===== config.mk =====
export PLATFORM = sky130hd
export DESIGN_NAME = tty_ctrl_flat
export DESIGN_NICKNAME = d
export VERILOG_FILES = /design/src/rtl/tty_ctrl_pkg.sv /design/src/rtl/tty_ctrl_if.sv /design/src/rtl/tty_ctrl.sv /design/src/flat_wrapper.sv
export SDC_FILE = /design/constraint.sdc
export NUM_CORES = 1
export LEC_CHECK = 0
export ABC_AREA = 1
export BUFFER_PORTS_ARGS = -buffer_cell sky130_fd_sc_hd__buf_4
export CAP_MARGIN = 40
export CELL_PAD_IN_SITES_DETAIL_PLACEMENT = 0
export CELL_PAD_IN_SITES_GLOBAL_PLACEMENT = 1
export CORE_MARGIN = 10
export CORE_UTILIZATION = 25
export CTS_BUF_LIST = sky130_fd_sc_hd__clkbuf_4 sky130_fd_sc_hd__clkbuf_8
export CTS_CLUSTER_DIAMETER = 120
export CTS_CLUSTER_SIZE = 14
export DETAILED_ROUTE_END_ITERATION = 6
export HOLD_SLACK_MARGIN = 0.03
export PLACE_DENSITY_LB_ADDON = 0.1
export SYNTH_ARGS = -nofsm -noshare
export SYNTH_HDL_FRONTEND = slang
export SYNTH_SLANG_ARGS = --single-unit

===== constraint.sdc =====
create_clock -name clk_data -period 2.8 [get_ports clk_data]
set_input_delay 0.56 -clock clk_data [delete_from_list [all_inputs] [get_ports clk_data]]
set_output_delay 0.56 -clock clk_data [all_outputs]
set_load 0.02 [all_outputs]

===== src/rtl/tty_ctrl_pkg.sv =====
// Shared definitions for the glass-TTY sequencer: state encoding, control codes,
// default geometry and character-RAM address packing.
package tty_ctrl_pkg;

  localparam int unsigned DEF_COLS = 128;
  localparam int unsigned DEF_ROWS = 32;

  localparam logic [7:0] CH_BS    = 8'h08;
  localparam logic [7:0] CH_LF    = 8'h0A;
  localparam logic [7:0] CH_FF    = 8'h0C;
  localparam logic [7:0] CH_CR    = 8'h0D;
  localparam logic [7:0] CH_SPACE = 8'h20;

  localparam logic [63:0] SPACE_WORD = {8{CH_SPACE}};

  typedef enum logic [2:0] {
    StIdle,
    StPut,
    StScrRd,
    StScrWr,
    StClr
  } tty_state_e;

  // Word address of (row, word-in-row); the row field is 6 bits wide with its MSB unused.
  function automatic logic [10:0] addr_pack(input logic [4:0] row, input logic [3:0] word);
    return {1'b0, 1'b0, row, word};
  endfunction

endpackage


===== src/rtl/tty_ctrl_if.sv =====
// Character stream handshake plus the data-side port of the text-mode character RAM.
interface tty_ctrl_if;

  logic        ch_valid;
  logic [7:0]  ch_data;
  logic        ch_ready;
  logic        ram_en;
  logic [7:0]  ram_we;
  logic [10:0] ram_addr;
  logic [63:0] ram_wdata;
  logic [63:0] ram_rdata;

  // The sequencer side: consumes characters, masters the RAM port.
  modport master (
    input  ch_valid, ch_data, ram_rdata,
    output ch_ready, ram_en, ram_we, ram_addr, ram_wdata
  );

  // The environment side: character source and the RAM itself.
  modport slave (
    output ch_valid, ch_data, ram_rdata,
    input  ch_ready, ram_en, ram_we, ram_addr, ram_wdata
  );

endinterface


===== src/rtl/tty_ctrl.sv =====
// Glass-TTY sequencer: turns an ASCII byte stream into character-RAM word writes,
// tracks the cursor, and scrolls by copying rows up and blanking the last row.
module tty_ctrl
  import tty_ctrl_pkg::*;
#(
  parameter int unsigned COLS = DEF_COLS,
  parameter int unsigned ROWS = DEF_ROWS
) (
  input  logic        clk_data,
  input  logic        irst,
  tty_ctrl_if.master  bus,
  output logic        busy,
  output logic [6:0]  cursor_col,
  output logic [4:0]  cursor_row
);

  localparam int unsigned WPR       = COLS / 8;
  localparam logic [6:0]  LAST_COL  = 7'(COLS - 1);
  localparam logic [4:0]  LAST_ROW  = 5'(ROWS - 1);
  localparam logic [3:0]  LAST_WORD = 4'(WPR - 1);

  tty_state_e state_q;
  logic [4:0] src_q;         // scroll source row, or row being blanked
  logic [3:0] word_q;        // word within the current row
  logic       scroll_pend_q; // a PUT wrapped off the last row; scroll right after it
  logic       clr_all_q;     // CLR is a form feed, so home the cursor when done

  logic accept;
  logic is_print;

  assign accept   = bus.ch_valid & bus.ch_ready;
  assign is_print = (bus.ch_data >= 8'h20) && (bus.ch_data <= 8'h7E);

  // Single FSM: state, counters, cursor and every port output are registered here.
  always_ff @(posedge clk_data) begin
    if (irst) begin
      state_q       <= StIdle;
      src_q         <= '0;
      word_q        <= '0;
      scroll_pend_q <= 1'b0;
      clr_all_q     <= 1'b0;
      cursor_col    <= '0;
      cursor_row    <= '0;
      busy          <= 1'b0;
      bus.ch_ready  <= 1'b0;
      bus.ram_en    <= 1'b0;
      bus.ram_we    <= '0;
      bus.ram_addr  <= '0;
      bus.ram_wdata <= '0;
    end else begin
      // No RAM access unless a branch below issues one.
      bus.ram_en <= 1'b0;
      bus.ram_we <= '0;

      unique case (state_q)
        StIdle: begin
          bus.ch_ready <= 1'b1;
          busy         <= 1'b0;
          if (accept) begin
            if (is_print) begin
              state_q       <= StPut;
              bus.ch_ready  <= 1'b0;
              busy          <= 1'b1;
              bus.ram_en    <= 1'b1;
              bus.ram_we    <= 8'd1 << cursor_col[2:0];
              bus.ram_addr  <= addr_pack(cursor_row, cursor_col[6:3]);
              bus.ram_wdata <= {8{bus.ch_data}};
              if (cursor_col == LAST_COL) begin
                cursor_col <= '0;
                if (cursor_row == LAST_ROW) begin
                  scroll_pend_q <= 1'b1;
                end else begin
                  cursor_row <= cursor_row + 5'd1;
                end
              end else begin
                cursor_col <= cursor_col + 7'd1;
              end
            end else if (bus.ch_data == CH_LF) begin
              cursor_col <= '0;
              if (cursor_row == LAST_ROW) begin
                state_q      <= StScrRd;
                src_q        <= 5'd1;
                word_q       <= '0;
                bus.ch_ready <= 1'b0;
                busy         <= 1'b1;
                bus.ram_en   <= 1'b1;
                bus.ram_addr <= addr_pack(5'd1, 4'd0);
              end else begin
                cursor_row <= cursor_row + 5'd1;
              end
            end else if (bus.ch_data == CH_CR) begin
              cursor_col <= '0;
            end else if (bus.ch_data == CH_BS) begin
              if (cursor_col != '0) begin
                cursor_col <= cursor_col - 7'd1;
              end
            end else if (bus.ch_data == CH_FF) begin
              state_q       <= StClr;
              clr_all_q     <= 1'b1;
              src_q         <= '0;
              word_q        <= '0;
              bus.ch_ready  <= 1'b0;
              busy          <= 1'b1;
              bus.ram_en    <= 1'b1;
              bus.ram_we    <= 8'hFF;
              bus.ram_addr  <= addr_pack(5'd0, 4'd0);
              bus.ram_wdata <= SPACE_WORD;
            end
          end
        end

        StPut: begin
          if (scroll_pend_q) begin
            scroll_pend_q <= 1'b0;
            state_q       <= StScrRd;
            src_q         <= 5'd1;
            word_q        <= '0;
            bus.ram_en    <= 1'b1;
            bus.ram_addr  <= addr_pack(5'd1, 4'd0);
          end else begin
            state_q      <= StIdle;
            bus.ch_ready <= 1'b1;
            busy         <= 1'b0;
          end
        end

        StScrRd: begin
          // Read data lands on ram_rdata at this edge; forward it one row up.
          state_q       <= StScrWr;
          bus.ram_en    <= 1'b1;
          bus.ram_we    <= 8'hFF;
          bus.ram_addr  <= addr_pack(src_q - 5'd1, word_q);
          bus.ram_wdata <= bus.ram_rdata;
        end

        StScrWr: begin
          bus.ram_en <= 1'b1;
          if (word_q == LAST_WORD) begin
            word_q <= '0;
            if (src_q == LAST_ROW) begin
              state_q       <= StClr;
              clr_all_q     <= 1'b0;
              bus.ram_we    <= 8'hFF;
              bus.ram_addr  <= addr_pack(LAST_ROW, 4'd0);
              bus.ram_wdata <= SPACE_WORD;
            end else begin
              state_q      <= StScrRd;
              src_q        <= src_q + 5'd1;
              bus.ram_addr <= addr_pack(src_q + 5'd1, 4'd0);
            end
          end else begin
            state_q      <= StScrRd;
            word_q       <= word_q + 4'd1;
            bus.ram_addr <= addr_pack(src_q, word_q + 4'd1);
          end
        end

        StClr: begin
          if ((src_q == LAST_ROW) && (word_q == LAST_WORD)) begin
            state_q      <= StIdle;
            bus.ch_ready <= 1'b1;
            busy         <= 1'b0;
            clr_all_q    <= 1'b0;
            if (clr_all_q) begin
              cursor_col <= '0;
              cursor_row <= '0;
            end
          end else begin
            bus.ram_en    <= 1'b1;
            bus.ram_we    <= 8'hFF;
            bus.ram_wdata <= SPACE_WORD;
            if (word_q == LAST_WORD) begin
              word_q       <= '0;
              src_q        <= src_q + 5'd1;
              bus.ram_addr <= addr_pack(src_q + 5'd1, 4'd0);
            end else begin
              word_q       <= word_q + 4'd1;
              bus.ram_addr <= addr_pack(src_q, word_q + 4'd1);
            end
          end
        end

        default: begin
          state_q <= StIdle;
        end
      endcase
    end
  end

endmodule


===== src/flat_wrapper.sv =====
// flat-port wrapper written by rule: the top's interface ports become plain ports
module tty_ctrl_flat import tty_ctrl_pkg::*;
#(
  parameter int unsigned COLS = DEF_COLS,
  parameter int unsigned ROWS = DEF_ROWS
)
  (clk_data, irst, busy, cursor_col, cursor_row, bus_ch_valid, bus_ch_data, bus_ram_rdata, bus_ch_ready, bus_ram_en, bus_ram_we, bus_ram_addr, bus_ram_wdata);
  tty_ctrl_if bus_i ();
  input  logic clk_data;
  input  logic irst;
  output logic busy;
  output logic [6:0] cursor_col;
  output logic [4:0] cursor_row;
  input wire logic [$bits(bus_i.ch_valid)-1:0] bus_ch_valid;
  input wire logic [$bits(bus_i.ch_data)-1:0] bus_ch_data;
  input wire logic [$bits(bus_i.ram_rdata)-1:0] bus_ram_rdata;
  output wire logic [$bits(bus_i.ch_ready)-1:0] bus_ch_ready;
  output wire logic [$bits(bus_i.ram_en)-1:0] bus_ram_en;
  output wire logic [$bits(bus_i.ram_we)-1:0] bus_ram_we;
  output wire logic [$bits(bus_i.ram_addr)-1:0] bus_ram_addr;
  output wire logic [$bits(bus_i.ram_wdata)-1:0] bus_ram_wdata;
  assign bus_i.ch_valid = bus_ch_valid;
  assign bus_i.ch_data = bus_ch_data;
  assign bus_i.ram_rdata = bus_ram_rdata;
  assign bus_ch_ready = bus_i.ch_ready;
  assign bus_ram_en = bus_i.ram_en;
  assign bus_ram_we = bus_i.ram_we;
  assign bus_ram_addr = bus_i.ram_addr;
  assign bus_ram_wdata = bus_i.ram_wdata;
  tty_ctrl #(.COLS(COLS), .ROWS(ROWS)) u_core (.clk_data(clk_data), .irst(irst), .bus(bus_i), .busy(busy), .cursor_col(cursor_col), .cursor_row(cursor_row));
endmodule

Word-level counts from Yosys, hierarchy flattened
Index checks and enable logic that the tools add are counted.
W data, S select, Z words.

storage, ports and cells
  flip-flop bits (word level) = 112
  word-level logic and storage cells = 215

cells by class
  reduce and logical (&&, ||, !) cells = 22
  bitwise logic cells = 1
  equality and inequality tests = 46
  shift operators = 1
  mux-type cells = 124
  add/subtract/negate cells = 6
  order comparisons = 2

operator list
  cell                   number
  $mux W64               9
  $pmux W64 S4           1
  $mux W11               9
  $mux W5                19
  $mux W8                9
  $mux W7                9
  $pmux W11 S5           1
  $mux W4                10
  $eq A8 B4 Y1 const B   4
  $mux W1                32
  $pmux W8 S4            1
  $mux W3                10
  $mux W9                3
  $ne A2 B1 Y1 const B   11
  $pmux W5 S4            1
  $reduce_and A6 Y1      3
  $reduce_and A9 Y1      2
  $pmux W4 S4            1
  $ne A3 B2 Y1 const B   5
  $pmux W3 S5            1
  $ne A2 B2 Y1 const B   7
  $pmux W7 S2            1
  $reduce_and A12 Y1     1
  $add A5 B1 Y5 const B  2
  37 further kinds       50

Depth between registers and ports, before layout
Gate-level depths: netlist of the first run.

  depth after elaboration = 8
  mapped depth = 16
  mapped depth without buffers = 14

Worst setup path after synthesis of the first run
No wires, ideal clock.

  kind = register to register
  from = register u_core.src_q[0]
  to = register u_core.bus.ram_wdata[22]
  arrival time = 1.774 ns
  clock period less this slack = 1.893 ns
  cell stages (with the launch flop) = 16
  setup slack = 0.907 ns
  setup time = 0.119 ns
  path through = dfxtp_1 ha_1 nand3_1 inv_1 ha_1 inv_1 nor2_2 inv_1 nand2_1 nand2_1 nor2_2 nand3_2 buf_6 buf_6 o21ai_0 a21oi_1

between the ends
  longest elaborated chain between the ends = 4

RTL lines
  element                        line                              RTL
  start, declared                tty_ctrl.sv:23                    logic [4:0] src_q;
  start signal, assigned         tty_ctrl.sv:148                   src_q <= src_q + 5'd1;
  start signal, assigned         tty_ctrl.sv:174                   src_q <= src_q + 5'd1;
  $eq A5 B5 Y1 *                 tty_ctrl.sv:140, tty_ctrl.sv:159
  $logic_and A1 B1 Y1            tty_ctrl.sv:159                   if ((src_q == LAST_ROW) && (word_q == LAST_WORD)) begin
  $ne A2 B2 Y1 (no line)         --
  $reduce_and A9 Y1 (no line) *  --
  end signal, assigned           tty_ctrl.sv:67                    bus.ram_wdata <= {8{bus.ch_data}};
  end signal, assigned           tty_ctrl.sv:133                   bus.ram_wdata <= bus.ram_rdata;
  end, declared                  tty_ctrl_if.sv:16                 output ch_ready, ram_en, ram_we, ram_addr, ram_wdata

Mark *: on every way between the ends. The rest lies on a longest branch, timed or not.
A chain may end at the register's enable or synchronous reset.

Worst setup path in the final report of the first run
  from = register u_core.src_q[1]
  to = register u_core.bus.ram_wdata[35]

Same word-level chain as after synthesis.

==> results of run 1 <==
==> power groups by stage <==
stage               logic [uW]  registers [uW]  clock network (uW)
floorplan                  502            1930                   0
global placement          1100            1800                   0
detailed placement        1100            1800                   0
CTS                       1100            1770                1110
global route              1220            1790                1150
finish                    1080            1770                1040
==> layout make-up <==
cell class              count  area [um2]
well taps                 319         399
clock inverters             7        75.1
flip-flops and latches    110        2200
inverters                 125         469
repair buffers            189        1490
fillers                  2738       15700
clock buffers               9         124
multi-input cells         683        3120
==> worst reg2reg max path, cell delays in order, from the launching register on <==
cell	delay, ps
dfxtp_1	410
ha_1	220
nand3_1	110
inv_1	70
ha_1	130
inv_1	70
nor2_2	130
inv_1	80
nand2_1	80
nand2_1	60
nor2_2	130
nand3_4	290
buf_12	280
o21ai_0	170
a21oi_1	50
==> kinds of logic after synthesis <==
logic type | synth area share
xor+xnor | 0.00874
other cells | 0.000623
compound gates | 0.146
simple gates | 0.333
buf+inv | 0.116
flops | 0.366
fa+ha+maj | 0.0291
==> registers in the layout (all words and copies together), names as in the netlist <==
signal                flops
u_core.bus.ch_ready       1
u_core.bus.ram_addr       9
u_core.bus.ram_en         1
u_core.bus.ram_wdata     64
u_core.bus.ram_we         8
u_core.busy               1
u_core.clr_all_q          1
u_core.cursor_col         7
u_core.cursor_row         5
u_core.scroll_pend_q      1
u_core.src_q              5
u_core.state_q            3
u_core.word_q             4
==> final timing paths <==
path,slack (ps),start,cells past startpoint,endpoint
hold / removal,400,bus_ram_rdata[39],3,u_core.bus.ram_wdata[39]
hold reg to reg,450,u_core.bus.ram_wdata[42],2,u_core.bus.ram_wdata[42]
setup / recovery,420,u_core.src_q[1],14,u_core.bus.ram_wdata[35]
setup reg to reg,420,u_core.src_q[1],14,u_core.bus.ram_wdata[35]
==> layer usage <==
layer | wire (um) | part of all wire | vias to the layer above | GRT usage
met1 | 11000 | 0.50 | 2816 | 0.194
met3 | 877 | 0.040 | 16 | 0.0274
met4 | 303 | 0.014 | 0 | 0.0374
met5 | 0 | 0 | - | 0
met2 | 9930 | 0.45 | 126 | 0.221
li1 | - | - | 3318 | -
==> stage by stage <==
stage	total power, uW	hold slack, ps	utilization	worst slack, ps
global route	4150	391	0.335	97.8
floorplan	2440	436	-	907
CTS	3980	376	0.335	381
global placement	2900	433	0.327	397
finish	3880	400	0.335	423
detailed placement	2900	436	0.327	385
==> layout by cell type (no fill, tap or decap), drive strengths merged, types with 2 or more instances in the layout <==
cell / Yosys / final
inv: 124 / 129
ha: 14 / 14
nand3: 48 / 48
o21ai: 76 / 76
conb: 1 / 2
dfxtp: 110 / 110
nand4: 16 / 16
buf: 28 / 189
or2: 2 / 2
o211ai: 2 / 2
clkinv: 1 / 3
xor2: 6 / 6
nor3: 4 / 4
a211oi: 3 / 3
nand2: 303 / 303
clkbuf: 13 / 9
a21oi: 90 / 90
nor2: 115 / 115
==> flow_summary.ini, run 1 <==
[clock_tree]
cts_hold_buf = 0
cts_tree = yes
path_clk_slew_ps = 120
numCtsBuffers = 9
clkLatencyLatePin_ps = 420
cts_setup_buffers = 0
clock_path_buffers = 2
root_buffer = clkbuf_8
htreeDepth = 3
post_cts_resized = 0
cts.sinks = 110

[placement]
routabilityCongestion = 0.782
dpl.hpwl_um = 16700
io_buffers = 170
dpl-instance-area_mm2 = 0.00769
placedCellCount = 1426

[drt]
vias_per_cell = 4.35
vias = 6276
drc = 0
drtAntennaViolNets = 0
dr.first_iter.drc_count = 337
wl_per_cell_um = 15.3
dr.pass1.iters = 4
wl_um = 22100

[power]
cellPowerDensity_mw_per_mm2 = 492
pwr-share-comb = 0.278
switching_share = 0.365
clkPwrFrac = 0.267
p_sw_uw = 1420
irDropWorstVdd_uv = 252
intPower_uw = 2460
power.leakage_uw = 0.00383
power_frac_seq = 0.455

[sta]
rsz0062_at_grt = no
slew_viol_final = 0
finalCriticalPeriod_ps = 2380
relSlewSlack = 0.636
setup_viol = 0
final_hold_viol_count = 0
skew_ps = 16.0
period_share = 0.849
max_freq_mhz = 421
tightest_slew_ps = 545
fin_tns_setup_ps = 0

[synth]
async_reset_ff_frac = 0
synth_top_area_cell = dfxtp_1
avgSynthCellArea_um2 = 6.28
synth-warning-count = 0
yosysMostFrequentCell = nand2_1
synth_top_area_frac = 0.366
synthFlopType = dfxtp_1
syn_inst = 958
ys_seq_elements = 110
synth_seq_area_share = 0.366
synth_cell_types = 28
synth_enable_flop_cells = 0
synth.area.top_cells = dfxtp_1, nand2_1, a21oi_1
synth_area_mm2 = 0.00601
yosys-top-cells-count = nand2_1, inv_1, dfxtp_1, nor2_1, a21oi_1

[critical_path]
slowest_delay_ps = 410
path_cells = ha_1 > nand3_1 > inv_1 > ha_1 > inv_1 > nor2_2 > inv_1 > nand2_1 > nand2_1 > nor2_2 > nand3_4 > buf_12 > o21ai_0 > a21oi_1
cp_num_buf_inv = 4
cp_slowest_cell = dfxtp_1
cp_common_cell = inv_1
path_max_fanout = 32
crit_type = flip-flop to flip-flop
path_delay_family = simple AND/OR/NAND/NOR gates
crit_path_end_kind = flip-flop
critPathLaunchType = flip-flop
crit_required_ps = 3110
critPathArrivalTime_ps = 2690

[die]
core-area_mm2 = 0.0235
start_util = 0.255
num_io_pins = 173
dieHeight_um = 175
rows = 56
die_area_mm2 = 0.0307
die_x_um = 175

[flow_run]
maxCapViolCount = 0

[grt]
grt_overflow = 0
grt_antenna_before_repair = 0
grt_max_degree = 59
grt_pass1_wl_um = 35000
grt_usage = 0.141
grt_pass1_vias = 6098

[cells_and_area]
drive_gt1_frac = 0.202
num_antenna_cells = 0
instances_no_fill = 1442
area_delta_synth_final_pct = 31.1
fin_nets = 1207
fin_area_mm2 = 0.00789

[min_path]
min_path_type = input pin to flip-flop

[outcome]
outcome = completed
Power figures use the tool's default switching activity.
==> run 2: changes to the inputs <==
==> constraint.sdc (replaced) <==
create_clock -name clk_data -period 2.14 [get_ports clk_data]
set_input_delay 0.428 -clock clk_data [delete_from_list [all_inputs] [get_ports clk_data]]
set_output_delay 0.428 -clock clk_data [all_outputs]
set_load 0.02 [all_outputs]
==> flow_summary.ini, run 2 (synthesized netlist as in run 1, its figures left out) <==
[clock_tree]
cts.sinks = 110
clock_path_buffers = 2
root_buffer = clkbuf_8
cts_tree = yes
numCtsBuffers = 9
path_clk_slew_ps = 120
clkLatencyLatePin_ps = 400
htreeDepth = 3

[grt]
grt_pass1_wl_um = 35200
grt_max_degree = 65
grt_usage = 0.142
grt_pass1_vias = 6194
grt_overflow = 0
grt_antenna_before_repair = 0

[placement]
dpl.hpwl_um = 17000
io_buffers = 170
routabilityCongestion = 0.805
post-place-ws_ps = 53.8

[cells_and_area]
fillers = 2678
fin_nets = 1255
final_common_cell = nand2_1
largest_reg_flops = 64
multi_input_area_mm2 = 0.00318
post-route-util = 0.356
top_register = u_core.bus.ram_wdata
drive_gt1_frac = 0.246
num_antenna_cells = 0
area_delta_synth_final_pct = 39.4
reg_top3 = u_core.bus.ram_wdata: 64 flops, u_core.bus.ram_addr: 9 flops, u_core.bus.ram_we: 8 flops
layout_common_cells = nand2_1, buf_4, inv_1
regArea_mm2 = 0.00220

[outcome]
outcome = completed

[critical_path]
r2r_start = u_core.src_q[1]
cp_slowest_cell = dfxtp_2
path_max_fanout = 9
crit_path_end = u_core.bus.ram_wdata[54]
r2r_slack_ps = 140
cp_num_buf_inv = 6
crit_path_end_kind = flip-flop
slowest_delay_ps = 370
critPathLaunchType = flip-flop
reg2reg_to = u_core.bus.ram_wdata[54]
reg2reg_depth = 16
cp.depth = 16
path_delay_family = buffers and inverters
cp-startpoint = u_core.src_q[1]
path_cells = ha_4 > nand3_2 > inv_1 > ha_2 > inv_2 > nor2_4 > inv_2 > nand2_2 > nand2_2 > nor2_4 > nand3_4 > buf_12 > buf_12 > buf_6 > o21ai_0 > a21oi_1
crit_required_ps = 2450
crit_type = flip-flop to flip-flop
critPathArrivalTime_ps = 2310

[die]
core-area_mm2 = 0.0235
die_area_mm2 = 0.0307
start_util = 0.255
num_io_pins = 173
dieHeight_um = 175
die_x_um = 175
rows = 56

[min_path]
min_path_type = input pin to flip-flop
worstHoldPathCells = 3

[sta]
rsz0062_at_grt = no
max_freq_mhz = 500
period_share = 0.935
setup_viol = 0
skew_ps = 16.5
finalCriticalPeriod_ps = 2000
fin_tns_setup_ps = 0
slew_viol_final = 0
final_hold_viol_count = 0
worst_slack_ps = 138

[drt]
vias = 6466
vias_per_cell = 4.34
wl_um = 23000
drc = 0
drtAntennaViolNets = 0
dr.first_iter.drc_count = 395
wl_per_cell_um = 15.4
dr.pass1.iters = 5

[power]
p_total_uw = 5160
power.leakage_uw = 0.00410
cellPowerDensity_mw_per_mm2 = 615
irDropWorstVdd_uv = 268

[flow_run]
maxCapViolCount = 0
run 2: cell count changes in the layout (fill, tap and decap cells not counted), moves of 3 or more:
cell and delta:
inv_6 -3, buf_4 +40, o21ai_0 -3, clkbuf_16 +4
run 2: per-stage QoR:
step	hold WS, ps	instances	area [um2]
floorplan	436	959	6020
global placement	431	1464	7970
detailed placement	436	1464	7970
CTS	256	1479	8150
global route	254	1489	8380
finish	279	1489	8380
run 2: worst min path at each step:
stage / from / slack [ps] / endpoint
3_5_place_dp: u_core.bus.ram_wdata[52] / 440 / u_core.bus.ram_wdata[52]
3_3_place_gp: u_core.bus.ram_wdata[19] / 430 / u_core.bus.ram_wdata[19]
5_1_grt: bus_ram_rdata[47] / 250 / u_core.bus.ram_wdata[47]
4_1_cts: bus_ram_rdata[31] / 260 / u_core.bus.ram_wdata[31]
6_report: bus_ram_rdata[31] / 280 / u_core.bus.ram_wdata[31]
2_1_floorplan: u_core.clr_all_q / 440 / u_core.clr_all_q
run 2: power by group:
part,leakage (uW),internal (uW),switching [uW],total [uW]
sequential,0.000898,2210,91.5,2300
clock,0.0000853,439,837,1280
combinational,0.00311,664,916,1580
run 2: repair_timing:
action | 4_1_cts | 5_1_grt
resized for setup | 0 | 20
setup buffers | 0 | 4
endpoints found under the setup margin | 0 | 80
hold buffers | 0 | 0
run 2: area by class of cell:
type	count	share of cell area
sequential	110	0.263
clock buffer	9	0.0148
multi-input combinational	683	0.379
inverter	125	0.0560
timing repair buffer	237	0.233
tap	319	0.0476
clock inverter	6	0.00657
run 2: per-layer routing:
metal | part of all wire | GRT usage | vias to the layer above | routed length, um
met5 | 0 | 0 | - | 0
met4 | 0.0067 | 0.0265 | 0 | 153
met3 | 0.043 | 0.0289 | 9 | 997
met2 | 0.46 | 0.231 | 157 | 10500
met1 | 0.49 | 0.192 | 2883 | 11300
li1 | - | - | 3417 | -
run 2: worst min-delay path, delay by kind of cell:
family	cells	cell delay, ps
AOI/OAI and AO/OA	1	50
buffers and inverters	1	110
and+or+nand+nor	1	50
